[config.mk]
export PLATFORM = sky130hd
export DESIGN_NAME = simon_key_expander
export DESIGN_NICKNAME = d
export VERILOG_FILES = /design/src/rtl/simon_key_expander.sv
export SDC_FILE = /design/constraint.sdc
export NUM_CORES = 1
export LEC_CHECK = 0
export BUFFER_PORTS_ARGS = -buffer_cell sky130_fd_sc_hd__buf_2
export CORE_UTILIZATION = 25
export DETAILED_ROUTE_END_ITERATION = 16
export MAX_ROUTING_LAYER = met4
export PLACE_DENSITY = 0.43
export SLEW_MARGIN = 0
export SYNTH_ARGS = -nofsm -noshare
export SYNTH_HDL_FRONTEND = slang
export SYNTH_SLANG_ARGS = --single-unit
export TNS_END_PERCENT = 1
[constraint.sdc]
create_clock -name clk -period 4.47 [get_ports clk]
set_clock_uncertainty 0.2 [all_clocks]
set_input_delay 0.2235 -clock clk [delete_from_list [all_inputs] [get_ports clk]]
set_output_delay 0.2235 -clock clk [all_outputs]
set_load 0.005 [all_outputs]
[src/rtl/simon_key_expander.sv]
// Simon key-schedule expander: streams T round keys from an M-word master key over a valid/ready port.
// First key appears the cycle after start is accepted; one key per cycle while rk_ready is held, holds on stall.
module simon_key_expander #(
  parameter int N     = 16,
  parameter int M     = 4,
  parameter int T     = 32,
  parameter int Z_IDX = 0
) (
  input  logic           clk,
  input  logic           rst,
  input  logic           start,
  input  logic           abort,
  input  logic [N*M-1:0] key,
  output logic [N-1:0]   rk_data,
  output logic [7:0]     rk_idx,
  output logic           rk_valid,
  input  logic           rk_ready,
  output logic           busy,
  output logic           done
);

  localparam logic [61:0] Z0 = 62'b11111010001001010110000111001101111101000100101011000011100110;
  localparam logic [61:0] Z1 = 62'b10001110111110010011000010110101000111011111001001100001011010;
  localparam logic [61:0] Z2 = 62'b10101111011100000011010010011000101000010001111110010110110011;
  localparam logic [61:0] Z3 = 62'b11011011101011000110010111100000010010001010011100110100001111;
  localparam logic [61:0] Z4 = 62'b11010001111001101011011000100000010111000011001010010011101100;
  localparam logic [61:0] ZSEQ = (Z_IDX == 0) ? Z0 : (Z_IDX == 1) ? Z1 :
                                 (Z_IDX == 2) ? Z2 : (Z_IDX == 3) ? Z3 : Z4;
  localparam logic [7:0]   LAST_IDX = 8'(T - 1);
  localparam logic [N-1:0] RC       = N'(3);

  typedef enum logic {S_IDLE, S_RUN} state_e;

  state_e               state_q, state_d;
  logic [M-1:0][N-1:0]  win_q, win_d;
  logic [7:0]           idx_q;
  logic [5:0]           zc_q, zc_d;
  logic                 done_q, done_d;
  logic                 load, xfer, last;
  logic [N-1:0]         tmp, k_new;
  logic                 z_bit;

  always_ff @(posedge clk) begin
    if (rst) state_q <= S_IDLE;
    else     state_q <= state_d;
  end

  always_comb begin
    state_d = state_q;
    load    = 1'b0;
    xfer    = 1'b0;
    last    = 1'b0;
    case (state_q)
      S_IDLE: begin
        if (start && !abort) begin
          load    = 1'b1;
          state_d = S_RUN;
        end
      end
      S_RUN: begin
        xfer = rk_ready;
        last = rk_ready && (idx_q == LAST_IDX);
        if (abort || last) state_d = S_IDLE;
      end
    endcase
  end

  always_comb begin
    rk_valid = (state_q == S_RUN);
    busy     = (state_q == S_RUN);
    done     = done_q;
    rk_data  = win_q[0];
    rk_idx   = idx_q;
  end

  // Window word 0 is k(i-M), word M-1 is k(i-1); zc_q tracks (i-M) mod 62.
  assign z_bit = ZSEQ[6'd61 - zc_q];
  assign zc_d  = (zc_q == 6'd61) ? 6'd0 : zc_q + 6'd1;

  always_comb begin
    tmp = {win_q[M-1][2:0], win_q[M-1][N-1:3]};
    if (M == 4) tmp = tmp ^ win_q[1];
    tmp   = tmp ^ {tmp[0], tmp[N-1:1]};
    k_new = ~win_q[0] ^ tmp ^ {{(N-1){1'b0}}, z_bit} ^ RC;
  end

  assign win_d  = {k_new, win_q[M-1:1]};
  assign done_d = last && !abort;

  always_ff @(posedge clk) begin
    if (rst) begin
      win_q  <= '0;
      idx_q  <= '0;
      zc_q   <= '0;
      done_q <= 1'b0;
    end else begin
      done_q <= done_d;
      if (load) begin
        win_q <= key;
        idx_q <= '0;
        zc_q  <= '0;
      end else if (xfer && !last) begin
        win_q <= win_d;
        idx_q <= idx_q + 8'd1;
        zc_q  <= zc_d;
      end
    end
  end

endmodule
==> results.py <==
metrics = {
    "power_and_ir_drop": {
        "clkPwrFrac_pct": 41.3,
        "switching_share_pct": 26.0,
        "ir_drop_mv": 0.177,
        "seq_power_share_pct": 41.6,
        "intPower_mw": 1.42,
        "power.density_mw_per_mm2": 338,
        "power_mw": 1.92,
        "p_leak_nw": 2.13,
        "comb_power_share_pct": 17.1,
        "switching_power_mw": 0.498,
    },
    "cells_and_area": {
        "layout-drive-gt1-share_pct": 19.4,
        "mostFrequentLayoutCell": "nand2_1",
        "finalNetCount": 724,
        "most-common-layout-cells": "nand2_1, buf_2, dfxtp_1, nor2_1, xnor2_1",
        "diodes": 0,
        "syn2layout_area_growth_pct": 33.8,
        "fillers": 1782,
        "design_area_mm2": 0.00568,
    },
    "setup_path": {
        "setup.worst_path.end_class": "register",
        "path_cells": "ha_1 > nand2_1 > nor4_1 > nor2_4 > nand4_1 > or3b_2 > a21oi_1",
        "path_buf_inv": 0,
        "cp.required_ns": 4.54,
        "cp_max_fo": 51,
        "cpPeakStageDelay_ns": 0.91,
        "cpLargestDelayFamily": "simple AND/OR/NAND/NOR gates",
        "worst-path-stages": 7,
        "startpoint_type": "register",
        "slowest_stage": "nor2_4",
        "ff2ff_path_depth": 7,
        "crit_type": "register to register",
        "crit_arrival_ns": 2.97,
    },
    "routing": {
        "wirelength_um": 12200,
        "first_iter_violations": 202,
        "num_vias": 4080,
        "routedWlPerCell_um": 14.0,
        "route.detailed.drc": 0,
        "ant_nets": 0,
        "first_pass_iters": 4,
        "routed_via_density": 4.69,
    },
    "sta": {
        "slew_violations": 0,
        "fmax_ghz": 0.344,
        "worst_slew_pin_slew_ns": 1.20,
        "max_slew_margin_pct": 19.6,
        "fin_ws_ns": 1.57,
        "rsz0062_at_grt": "no",
        "min_period_ns": 2.90,
        "setup_viol": 0,
        "hold_viol_final": 0,
        "whs_ns": 0.0115,
        "period_share_pct": 65.0,
        "tns_ns": 0,
    },
    "grt": {
        "antenna_found_initial": 0,
        "grt_pass1_vias": 3915,
        "grt_pass1_wl_um": 19900,
        "grt-ovfl-total": 0,
        "grt_max_degree": 69,
        "track_usage_pct": 14.8,
    },
    "clock_tree": {
        "clockBufferDepth": 2,
        "cts_resized": 0,
        "clock_sinks": 80,
        "cts_tree": "yes",
        "numCtsBuffers": 9,
        "clkTransAtPathRegs_ns": 0.06,
        "clock_latency_ns": 0.34,
        "h-tree-depth": 3,
        "cts-root-buf": "clkbuf_16",
    },
    "placed_design": {
        "place_area_mm2": 0.00482,
        "post-place-ws_ns": 1.57,
        "io_buffers": 95,
        "globalplace.congestion": 0.756,
        "hpwl_um": 8100,
    },
    "logic_synthesis": {
        "async_reset_ff_share_pct": 0,
        "netlist_area_mm2": 0.00425,
        "synth.avg_cell_area_um2": 8.10,
        "postSynthCellCount": 524,
        "yosysUniqueCellTypes": 44,
        "synth-edff-count": 0,
        "ys_warn_count": 0,
        "ys_ff_latch": 80,
        "ys.flop_type": "dfxtp_1",
        "postSynthNetCount": 603,
        "yosysSeqAreaShare_pct": 37.7,
    },
    "die": {
        "start_util_pct": 25.6,
        "core_area_mm2": 0.0166,
        "rows": 47,
        "dieHeight_um": 132,
        "io_pins": 96,
        "die_w_um": 132,
        "dieArea_mm2": 0.0175,
    },
    "min_path": {
        "hold_path_class": "input port to register",
        "hold_depth": 3,
    },
    "status": {
        "status": "finished clean",
    },
    "run": {
        "maxCapViolCount": 0,
    },
}
synthesized netlist by cell type (7+ instances only):
master | number | share of area (%)
nand2_1 | 137 | 12
dfxtp_1 | 80 | 38
nor2_1 | 62 | 5.5
xnor2_1 | 56 | 12
a311oi_1 | 48 | 9.9
clkbuf_1 | 27 | 2.4
a21oi_1 | 19 | 2.2
o211ai_1 | 14 | 2.5
ha_1 | 10 | 2.9
buf_2 | 7 | 0.83
nand3_1 | 7 | 0.83
xor2_1 | 7 | 1.4
per-layer routing:
layer / global-route usage [%] / wire [um] / vias to the layer above
met3: 2.19 / 406 / 12
met1: 19.5 / 6270 / 1928
met4: 5.94 / 176 / 0
met5: - / 0 / -
met2: 22.6 / 5340 / 93
li1: - / - / 2047
final cells by class:
type                       instances  area, um^2  share of cell area (%)
timing repair buffer             153        1050                    18.4
sequential                        80        1600                    28.2
multi-input combinational        398        2430                    42.7
clock inverter                     2        35.0                   0.617
tap                              220         275                    4.85
clock buffer                      14         284                    5.00
inverter                           3        11.3                   0.198
worst reg2reg max path, stage by stage (launching register included):
cell and delay [ns]:
dfxtp_1 0.34, ha_1 0.24, nand2_1 0.11, nor4_1 0.09, nor2_4 0.91, nand4_1 0.27
or3b_2 0.52, a21oi_1 0.14
kinds of logic after synthesis:
family          synth area share, %
compound gates                 16.6
xor+xnor                       13.0
fa+ha+maj                      2.95
buf+inv                        5.45
flops                          37.7
mux                            2.45
simple gates                   21.8
flip-flops by register name, indices dropped and copies added, names as in the netlist:
name     count
win_d       48
busy         1
rk_data     16
zc_q         6
done         1
rk_idx       8
path summary, 6_finish.rpt:
kind	from	endpoint	slack, ns
setup reg to reg	rk_idx[0]$_SDFFE_PP0P_	zc_q[5]$_SDFFE_PP0P_	1.57
hold reg to reg	win_d[29]$_SDFFE_PP0P_	win_d[13]$_SDFFE_PP0P_	0.28
setup / recovery	rk_idx[0]$_SDFFE_PP0P_	zc_q[5]$_SDFFE_PP0P_	1.57
hold / removal	key[28]	win_d[12]$_SDFFE_PP0P_	0.01
power by group through the flow:
stage | sequential [mW] | combinational (mW) | clock (mW)
after CTS | 0.798 | 0.333 | 0.816
after global placement | 0.813 | 0.296 | 0
after floorplan | 0.803 | 0.212 | 0
final | 0.798 | 0.328 | 0.793
after global routing | 0.803 | 0.364 | 0.852
after detailed placement | 0.814 | 0.295 | 0
stage by stage:
| step | cells | utilization, % |
|---|---|---|
| after CTS | 870 | 34.3 |
| final | 870 | 34.3 |
| after detailed placement | 800 | 29.1 |
| after floorplan | 524 | - |
| after global placement | 800 | 29.1 |
| after global routing | 870 | 34.3 |
what timing repair did:
action | in CTS | in global routing
buffers inserted | 0 | 0
hold endpoints to repair | 55 | 0
hold buffers | 54 | 0
Power figures use the tool's default switching activity.
